## src/rtl/note_lane_scheduler_if.sv

```systemverilog
// Pixel bus from the note lane scheduler to the VGA adapter plot inputs.
// plot is a one-cycle valid with no ready: the adapter accepts every plotted pixel.
interface note_lane_scheduler_if;
  logic [7:0] x;
  logic [6:0] y;
  logic [2:0] colour;
  logic       plot;

  modport master (output x, y, colour, plot);
  modport slave  (input  x, y, colour, plot);
endinterface

```

## src/rtl/note_lane_scheduler.sv

```systemverilog
// Per-frame redraw of the 10-slot note lane onto the VGA pixel bus.
// Optional hit indicator square is enabled with `define HIT_FLASH_EN.
module note_lane_scheduler #(
  parameter logic [7:0] X_START = 8'd10,
  parameter logic [7:0] X_STEP  = 8'd10,
  parameter logic [6:0] Y_ROW   = 7'd112,
  parameter logic [6:0] HIT_Y   = 7'd106
) (
  input  logic                          clk,
  input  logic                          reset,
  input  logic                          frame_tick,
  input  logic [9:0]                    red_sequence,
  input  logic [9:0]                    yellow_sequence,
  input  logic                          hit_flash,
  note_lane_scheduler_if.master         pix,
  output logic                          busy,
  output logic                          done,
  output logic                          overrun,
  output logic [1:0]                    state_dbg
);

  typedef enum logic [1:0] {S_IDLE, S_DRAW, S_HIT, S_DONE} state_t;

  state_t     state, state_n;
  logic [3:0] slot, slot_n;
  logic [3:0] pix_cnt, pix_n;
  logic [9:0] snap_red, snap_red_n;
  logic [9:0] snap_yel, snap_yel_n;
  logic       overrun_n;
  logic [7:0] x_n;
  logic [6:0] y_n;
  logic [2:0] colour_n;
  logic       plot_n;
  logic       lane_r, lane_y;
  state_t     after_lane;

`ifdef HIT_FLASH_EN
  logic hit_pending, hit_pending_n;
  assign after_lane = hit_pending ? S_HIT : S_DONE;
`else
  logic unused_hit;
  assign unused_hit = ^{hit_flash, HIT_Y};
  assign after_lane = S_DONE;
`endif

  assign state_dbg = state;

  always_comb begin
    state_n    = state;
    slot_n     = slot;
    pix_n      = pix_cnt;
    snap_red_n = snap_red;
    snap_yel_n = snap_yel;
    overrun_n  = overrun;
    case (state)
      S_IDLE: if (frame_tick) begin
        snap_red_n = red_sequence;
        snap_yel_n = yellow_sequence;
        slot_n     = 4'd0;
        pix_n      = 4'd0;
        state_n    = S_DRAW;
      end
      S_DRAW: begin
        pix_n = pix_cnt + 4'd1;
        if (pix_cnt == 4'd15) begin
          if (slot == 4'd9) begin
            slot_n  = 4'd0;
            state_n = after_lane;
          end else begin
            slot_n = slot + 4'd1;
          end
        end
      end
`ifdef HIT_FLASH_EN
      S_HIT: begin
        pix_n = pix_cnt + 4'd1;
        if (pix_cnt == 4'd15) state_n = S_DONE;
      end
`endif
      S_DONE:  state_n = S_IDLE;
      default: state_n = S_IDLE;
    endcase
    // A tick outside IDLE is dropped; the snapshot stays frozen for the frame.
    if (frame_tick && state != S_IDLE) overrun_n = 1'b1;
`ifdef HIT_FLASH_EN
    hit_pending_n = hit_pending;
    if (state_n == S_HIT && state != S_HIT) hit_pending_n = 1'b0;
    if (hit_flash) hit_pending_n = 1'b1;
`endif
  end

  // Outputs are decoded from the next-state values so they register in step with state.
  always_comb begin
    x_n      = 8'd0;
    y_n      = 7'd0;
    colour_n = 3'b000;
    plot_n   = 1'b0;
    lane_r   = snap_red_n[slot_n];
    lane_y   = snap_yel_n[slot_n];
    case (state_n)
      S_DRAW: begin
        plot_n = 1'b1;
        x_n    = X_START + 8'(slot_n) * X_STEP + 8'(pix_n[1:0]);
        y_n    = Y_ROW + 7'(pix_n[3:2]);
        case ({lane_r, lane_y})
          2'b10:   colour_n = 3'b100;
          2'b01:   colour_n = 3'b110;
          2'b11:   colour_n = 3'b001;
          default: colour_n = 3'b000;
        endcase
      end
`ifdef HIT_FLASH_EN
      S_HIT: begin
        plot_n   = 1'b1;
        x_n      = X_START + 8'(pix_n[1:0]);
        y_n      = HIT_Y + 7'(pix_n[3:2]);
        colour_n = 3'b010;
      end
`endif
      default: ;
    endcase
  end

  always_ff @(posedge clk) begin
    if (reset) begin
      state      <= S_IDLE;
      slot       <= 4'd0;
      pix_cnt    <= 4'd0;
      snap_red   <= 10'd0;
      snap_yel   <= 10'd0;
      overrun    <= 1'b0;
      pix.x      <= 8'd0;
      pix.y      <= 7'd0;
      pix.colour <= 3'b000;
      pix.plot   <= 1'b0;
      busy       <= 1'b0;
      done       <= 1'b0;
`ifdef HIT_FLASH_EN
      hit_pending <= 1'b0;
`endif
    end else begin
      state      <= state_n;
      slot       <= slot_n;
      pix_cnt    <= pix_n;
      snap_red   <= snap_red_n;
      snap_yel   <= snap_yel_n;
      overrun    <= overrun_n;
      pix.x      <= x_n;
      pix.y      <= y_n;
      pix.colour <= colour_n;
      pix.plot   <= plot_n;
      busy       <= (state_n != S_IDLE);
      done       <= (state_n == S_DONE);
`ifdef HIT_FLASH_EN
      hit_pending <= hit_pending_n;
`endif
    end
  end

endmodule

```

## src/flat_wrapper.sv

```systemverilog
// flat-port wrapper written by rule: the top's interface ports become plain ports
module note_lane_scheduler_flat 
#(
  parameter logic [7:0] X_START = 8'd10,
  parameter logic [7:0] X_STEP  = 8'd10,
  parameter logic [6:0] Y_ROW   = 7'd112,
  parameter logic [6:0] HIT_Y   = 7'd106
)
  (clk, reset, frame_tick, red_sequence, yellow_sequence, hit_flash, busy, done, overrun, state_dbg, pix_x, pix_y, pix_colour, pix_plot);
  note_lane_scheduler_if pix_i ();
  input  logic clk;
  input  logic reset;
  input  logic frame_tick;
  input  logic [9:0] red_sequence;
  input  logic [9:0] yellow_sequence;
  input  logic hit_flash;
  output logic busy;
  output logic done;
  output logic overrun;
  output logic [1:0] state_dbg;
  output wire logic [$bits(pix_i.x)-1:0] pix_x;
  output wire logic [$bits(pix_i.y)-1:0] pix_y;
  output wire logic [$bits(pix_i.colour)-1:0] pix_colour;
  output wire logic [$bits(pix_i.plot)-1:0] pix_plot;
  assign pix_x = pix_i.x;
  assign pix_y = pix_i.y;
  assign pix_colour = pix_i.colour;
  assign pix_plot = pix_i.plot;
  note_lane_scheduler #(.X_START(X_START), .X_STEP(X_STEP), .Y_ROW(Y_ROW), .HIT_Y(HIT_Y)) u_core (.clk(clk), .reset(reset), .frame_tick(frame_tick), .red_sequence(red_sequence), .yellow_sequence(yellow_sequence), .hit_flash(hit_flash), .pix(pix_i), .busy(busy), .done(done), .overrun(overrun), .state_dbg(state_dbg));
endmodule
```

## config.mk

```make
export PLATFORM = sky130hd
export DESIGN_NAME = note_lane_scheduler_flat
export DESIGN_NICKNAME = d
export VERILOG_FILES = /design/src/rtl/note_lane_scheduler_if.sv /design/src/rtl/note_lane_scheduler.sv /design/src/flat_wrapper.sv
export SDC_FILE = /design/constraint.sdc
export NUM_CORES = 1
export LEC_CHECK = 0
export CAP_MARGIN = 20
export CORE_AREA = 5 5 73 75
export DETAILED_ROUTE_END_ITERATION = 10
export DIE_AREA = 0 0 78 80
export HOLD_SLACK_MARGIN = 0.06
export PLACE_DENSITY = 0.78
export SYNTH_ARGS = -nofsm -noshare
export SYNTH_HDL_FRONTEND = slang
export SYNTH_SLANG_ARGS = --single-unit
```

## constraint.sdc

```tcl
create_clock -name clk -period 4.1 [get_ports clk]
set_input_delay 0.615 -clock clk [delete_from_list [all_inputs] [get_ports clk]]
set_output_delay 0.615 -clock clk [all_outputs]
set_load 0.1 [all_outputs]
```

Word-level counts from Yosys, hierarchy flattened
Cells that the tools add are included.

Bits of input ports: 24. Output and inout bits: 24. Register bits: 52.

Reduce and logical (&&, ||, !) cells: 5. Bitwise gates (word level): 1. Multipliers: 1. Muxes and demuxes: 20. $lt $le $gt $ge: 1. $add $sub $neg: 5. Equal/unequal tests: 8.

Operator list (number): 10-bit two-way mux (4); 4-bit two-way mux (4); 4-bit one-hot mux with 2 select lines (2); 3-bit one-hot mux with 3 select lines (1); 4-bit by 1-bit adder with 4-bit output (second input constant) (2); 4-bit by 8-bit adder with 8-bit output (first input constant) (1); 8-bit by 2-bit adder with 8-bit output (1); 1-bit binary-select mux with 4-bit select (2); 4-bit equality test (second input constant) (2); 4-bit by 3-bit multiplier with 7-bit output (second input constant) (1); 5-bit by 3-bit adder with 6-bit output (first input constant) (1); 2-bit by 1-bit equality test with 1-bit output (second input constant) (3); 2-bit equality test (second input constant) (3); 2-bit two-way mux (3); 4-bit by 5-bit less-than comparator with 1-bit output (second input constant) (1); 2-bit one-hot mux with 2 select lines (1); 2-bit nonzero test (2); 1-bit two-way mux (3); 2-bit zero test (1); 2-bit OR reduction (1); 1-bit logical AND (1); 1-bit inverter (1).

Logic depth before layout (Yosys ltp)
Depth in word-level cells: 8. Gate-level depth with buffers: 15. Gate-level depth less buffers: 15.

Worst setup path after synthesis
OpenSTA, ideal clock, no wires.

Kind: reg2reg. Start point: register u_core.state[1], in the netlist u_core.state_dbg[1]. End point: register u_core.pix.x[6]. Clock period less this slack: 3.610 ns. Setup time: 0.120 ns. Arrival: 3.490 ns. Cell stages (with the launch flop): 13. Setup slack: 0.490 ns. Data required time: 3.980 ns. Path through: dfxtp_1 -> buf_2 -> and2b_1 -> and3_1 -> nor4b_4 -> ha_1 -> ha_1 -> ha_1 -> a21oi_1 -> nor2_1 -> xnor2_1 -> xnor2_1 -> nor2_1.

Elaborated cells on any way between the ends: 14. Classes of those cells: 2 x add/sub; 1 x mul; 2 x eq/ne; 6 x mux; 1 x bitwise; 2 x reduce/logical.

RTL lines: start: declaration (RTL line note_lane_scheduler.sv:24) `state_t state, state_n;`; start signal: assignment (RTL line note_lane_scheduler.sv:142) `state <= state_n;`; 2-bit by 1-bit equality test with 1-bit output or 2-bit zero test (tied branches) (RTL line note_lane_scheduler.sv:55) `case (state)`; 4-bit one-hot mux with 2 select lines (*) (RTL line note_lane_scheduler.sv:55); via u_core.slot_n[3] (RTL line note_lane_scheduler.sv:25) `logic [3:0] slot, slot_n;`; 4-bit by 3-bit multiplier with 7-bit output (*) (RTL line note_lane_scheduler.sv:103) `x_n = X_START + 8'(slot_n) * X_STEP + 8'(pix_n[1:0]);`; 4-bit by 8-bit adder with 8-bit output (*) (RTL line note_lane_scheduler.sv:103); 8-bit by 2-bit adder with 8-bit output (*) (RTL line note_lane_scheduler.sv:103); end signal: assignment (RTL line note_lane_scheduler.sv:148) `pix.x <= x_n;`; end: declaration (RTL line note_lane_scheduler_if.sv:9) `modport master (output x, y, colour, plot);`.

Mark *: on every way through the listed nets, which the timed path passes. The rest lies on a longest branch. A chain may end at the register's enable or synchronous reset.

Worst setup path in the final report
Start point: register u_core.slot[0]. End point: register u_core.pix.x[6].

Cells in the longest elaborated chain, start to end: 7. Elaborated cells on any way between the ends: 15. Classes of those cells: 3 x add/sub; 1 x mul; 2 x eq/ne; 7 x mux; 1 x bitwise; 1 x reduce/logical.

RTL lines: start: declaration (RTL line note_lane_scheduler.sv:25); start signal: assignment (RTL line note_lane_scheduler.sv:143) `slot <= slot_n;`; 4-bit by 1-bit adder with 4-bit output or 4-bit equality test (tied branches) (RTL line note_lane_scheduler.sv:70, note_lane_scheduler.sv:66); 4-bit two-way mux (*) (RTL line note_lane_scheduler.sv:66) `if (slot == 4'd9) begin`; 4-bit two-way mux (*) (RTL line note_lane_scheduler.sv:65) `if (pix_cnt == 4'd15) begin`; 4-bit one-hot mux with 2 select lines (*) (RTL line note_lane_scheduler.sv:55); via u_core.slot_n[1] (RTL line note_lane_scheduler.sv:25); 4-bit by 3-bit multiplier with 7-bit output (*) (RTL line note_lane_scheduler.sv:103); 4-bit by 8-bit adder with 8-bit output (*) (RTL line note_lane_scheduler.sv:103); 8-bit by 2-bit adder with 8-bit output (*) (RTL line note_lane_scheduler.sv:103).

Marked as above.

==> out/metrics.yaml <==
ant_nets: 0
peakVddDrop_mv: 0.190
post_synth.cell_area_avg_um2: 8.60
status: "finished, final reports clean"
io_buffers: 44
cts_max_path_buffers: 2
cts.sinks: 48
setup_viol: 0
maxCapViolations: 0
drc: 0
drt_pre_antenna_iters: 4
cts_root_buf: "clkbuf_8"
grt_pass1_wl_um: 7890
ys_seq_area_share_pct: 43.0
synth.distinct_cells: 44
dieArea_um2: 6240
final_common_cell: "dfxtp_1"
start_kind: "flip-flop"
diodes: 0
reg2reg_from: "u_core.slot[0]"
reg2reg_slack_ns: 0.87
hold_buffers: 0
combPwrFrac_pct: 15.7
period_minus_slack_ns: 3.23
syn2layout_area_growth_pct: 26.9
crit_required_ns: 4.30
grtUsageMet1_pct: 17.1
grt_max_degree: 35
seqPwrFrac_pct: 46.4
io_pins: 48
rsz0062_at_grt: "no"
htree_levels: 2
min_to: "u_core.snap_red[1]"
vias: 1881
wl_per_cell_um: 13.1
p_int_uw: 783
max_slew_margin_pct: 34.4
ys.flop_type: "dfxtp_1"
synth_edf_count: 0
cp_max_fo: 9
layout_common_cells: "dfxtp_1 (48), nand2_1 (46), clkdlybuf4s50_1 (44)"
power_switching_uw: 285
cp.arrival_ns: 3.43
cts_tree: "yes"
grt_use_met3_pct: 4.18
worstHoldPathCells: 2
avgViaCountPerCell: 5.28
finClkSkew_ns: 0.00586
crit_path_end_kind: "flip-flop"
clkTransAtPathRegs_ns: 0.09
grt_usage_pct: 15.7
gp_congestion: 0.814
grt_overflow_total: 0
core_um2: 4600
use_met2_pct: 27.6
postCtsResizedCells: 0
nFillCells: 407
slew_viol_final: 0
drt-total-wl_um: 4680
row_count: 25
hold-worst-slack_ns: 0.456
drive_above_1_share_pct: 6.62
r2r-end: "u_core.pix.x[6]"
netlist_instances: 260
max_freq_mhz: 310
nets: 339
rr_worst_depth: 13
initial_core_util_pct: 48.7
hp-class: "flip-flop to flip-flop"
hp-start: "u_core.snap_red[1]"
dieWidth_um: 78
power_density_nw_per_um2: 376
pwr-share-clk_pct: 37.9
synth-warning-count: 0
period_share_pct: 78.8
fin_util_pct: 61.7
syn_area_um2: 2240
ys_ff_latch: 48
leakagePower_uw: 0.00115
grt_pass1_vias: 1834
synth-async-reset-ratio_pct: 0
fp.dieH_um: 80
top_usage_layer: "met2"
timing.setup.tns_ns: 0
antenna_found_initial: 0
worst_slew_pin_slew_ns: 0.981
cts_buffers: 5
post_cts.repair.setup_buffers: 0
hpwl_um: 3410
hold_violations: 0
p_sw_share_pct: 26.6
clk-insertion-delay-late_ns: 0.30
crit_type: "flip-flop to flip-flop"
first_iter_violations: 135
## power by group through the flow
stage | Clock (uW) | Sequential (uW) | Combinational (uW)
2_1_floorplan | 0 | 553 | 73.7
3_3_place_gp | 0 | 506 | 167
3_5_place_dp | 0 | 506 | 169
4_1_cts | 414 | 495 | 169
5_1_grt | 430 | 498 | 180
6_report | 405 | 495 | 168
## flip-flops by register name, indices dropped and copies added (netlist names), 2 cells and up
signal / count
u_core.snap_red: 10
u_core.snap_yel: 10
u_core.pix.x: 8
u_core.pix_cnt: 4
u_core.slot: 4
u_core.pix.colour: 3
u_core.pix.y: 3
u_core.state_dbg: 2
## critical path, stage by stage (launching register included)
cell and delay [ns]:
dfxtp_1 0.51, ha_1 0.22, and3b_1 0.26, nor2_1 0.10
o221ai_2 0.38, inv_1 0.14, ha_1 0.30, ha_1 0.32
ha_1 0.34, a21oi_1 0.14, nor2_1 0.06, xnor2_1 0.16
xnor2_1 0.14, nor2_1 0.05
## how the worst max path moves through the flow
stage	startpoint	to	slack [ns]
2_1_floorplan	u_core.state_dbg[1]	u_core.pix.x[6]	0.49
3_3_place_gp	frame_tick	u_core.pix.x[6]	0.64
3_5_place_dp	frame_tick	u_core.pix.x[6]	0.59
4_1_cts	u_core.slot[0]	u_core.pix.x[6]	0.87
5_1_grt	u_core.pix_cnt[0]	u_core.pix.x[6]	0.63
6_report	u_core.slot[0]	u_core.pix.x[6]	0.87
## cell families after synthesis
logic type / count (synthesis) / synth area share, %
AO/OA/AOI/OAI: 56 / 15.8
XOR/XNOR: 4 / 1.57
adder cells (fa/ha/maj): 14 / 8.17
buffers and inverters: 29 / 5.65
flip-flops: 48 / 43.0
multiplexers: 8 / 3.64
other: 1 / 0.168
AND/OR/NAND/NOR: 100 / 22.1
## through the flow
stage	total power, uW	setup slack [ns]	cell area [um^2]	cells
floorplan	626	0.490	2240	261
global placement	672	0.637	2700	348
detailed placement	675	0.595	2700	348
CTS	1080	0.871	2840	356
global route	1110	0.631	2840	356
finish	1070	0.869	2840	356
## routing by layer
metal / routed length, um / share of wire (%)
met3: 268 / 5.7
met1: 1940 / 41
met5: 0 / 0
met2: 2350 / 50
met4: 118 / 2.5
## area by class of cell
cell class	instances	area, um^2	area share, %
Clock buffer	5	68.8	2.42
Clock inverter	3	68.8	2.42
Inverter	15	56.3	1.98
Multi-Input combinational cell	184	1150	40.6
Sequential cell	48	961	33.8
Tap cell	54	67.6	2.38
Timing Repair Buffer	47	463	16.3
## cell usage after synthesis (2+ instances only)
| master | count | area (um^2) |
|---|---|---|
| dfxtp_1 | 48 | 961 |
| nand2_1 | 46 | 173 |
| a21oi_1 | 32 | 160 |
| nor2_1 | 20 | 75.1 |
| inv_1 | 15 | 56.3 |
| ha_1 | 13 | 163 |
| clkbuf_1 | 8 | 30.0 |
| mux2i_1 | 7 | 70.1 |
| and2_1 | 6 | 37.5 |
| o21ai_0 | 6 | 30.0 |
| nand3_1 | 5 | 25.0 |
| a22o_1 | 4 | 35.0 |
| buf_4 | 4 | 30.0 |
| xnor2_1 | 4 | 35.0 |
| and3_1 | 3 | 18.8 |
| nor2b_1 | 3 | 18.8 |
| a222oi_1 | 2 | 20.0 |
| buf_2 | 2 | 10.0 |
| nand2b_1 | 2 | 12.5 |
| nand3_2 | 2 | 20.0 |
| nand4_1 | 2 | 12.5 |
| nor3_1 | 2 | 10.0 |
| nor4_1 | 2 | 12.5 |
| o221ai_1 | 2 | 17.5 |
No activity file was read; power rests on OpenSTA's default activity.
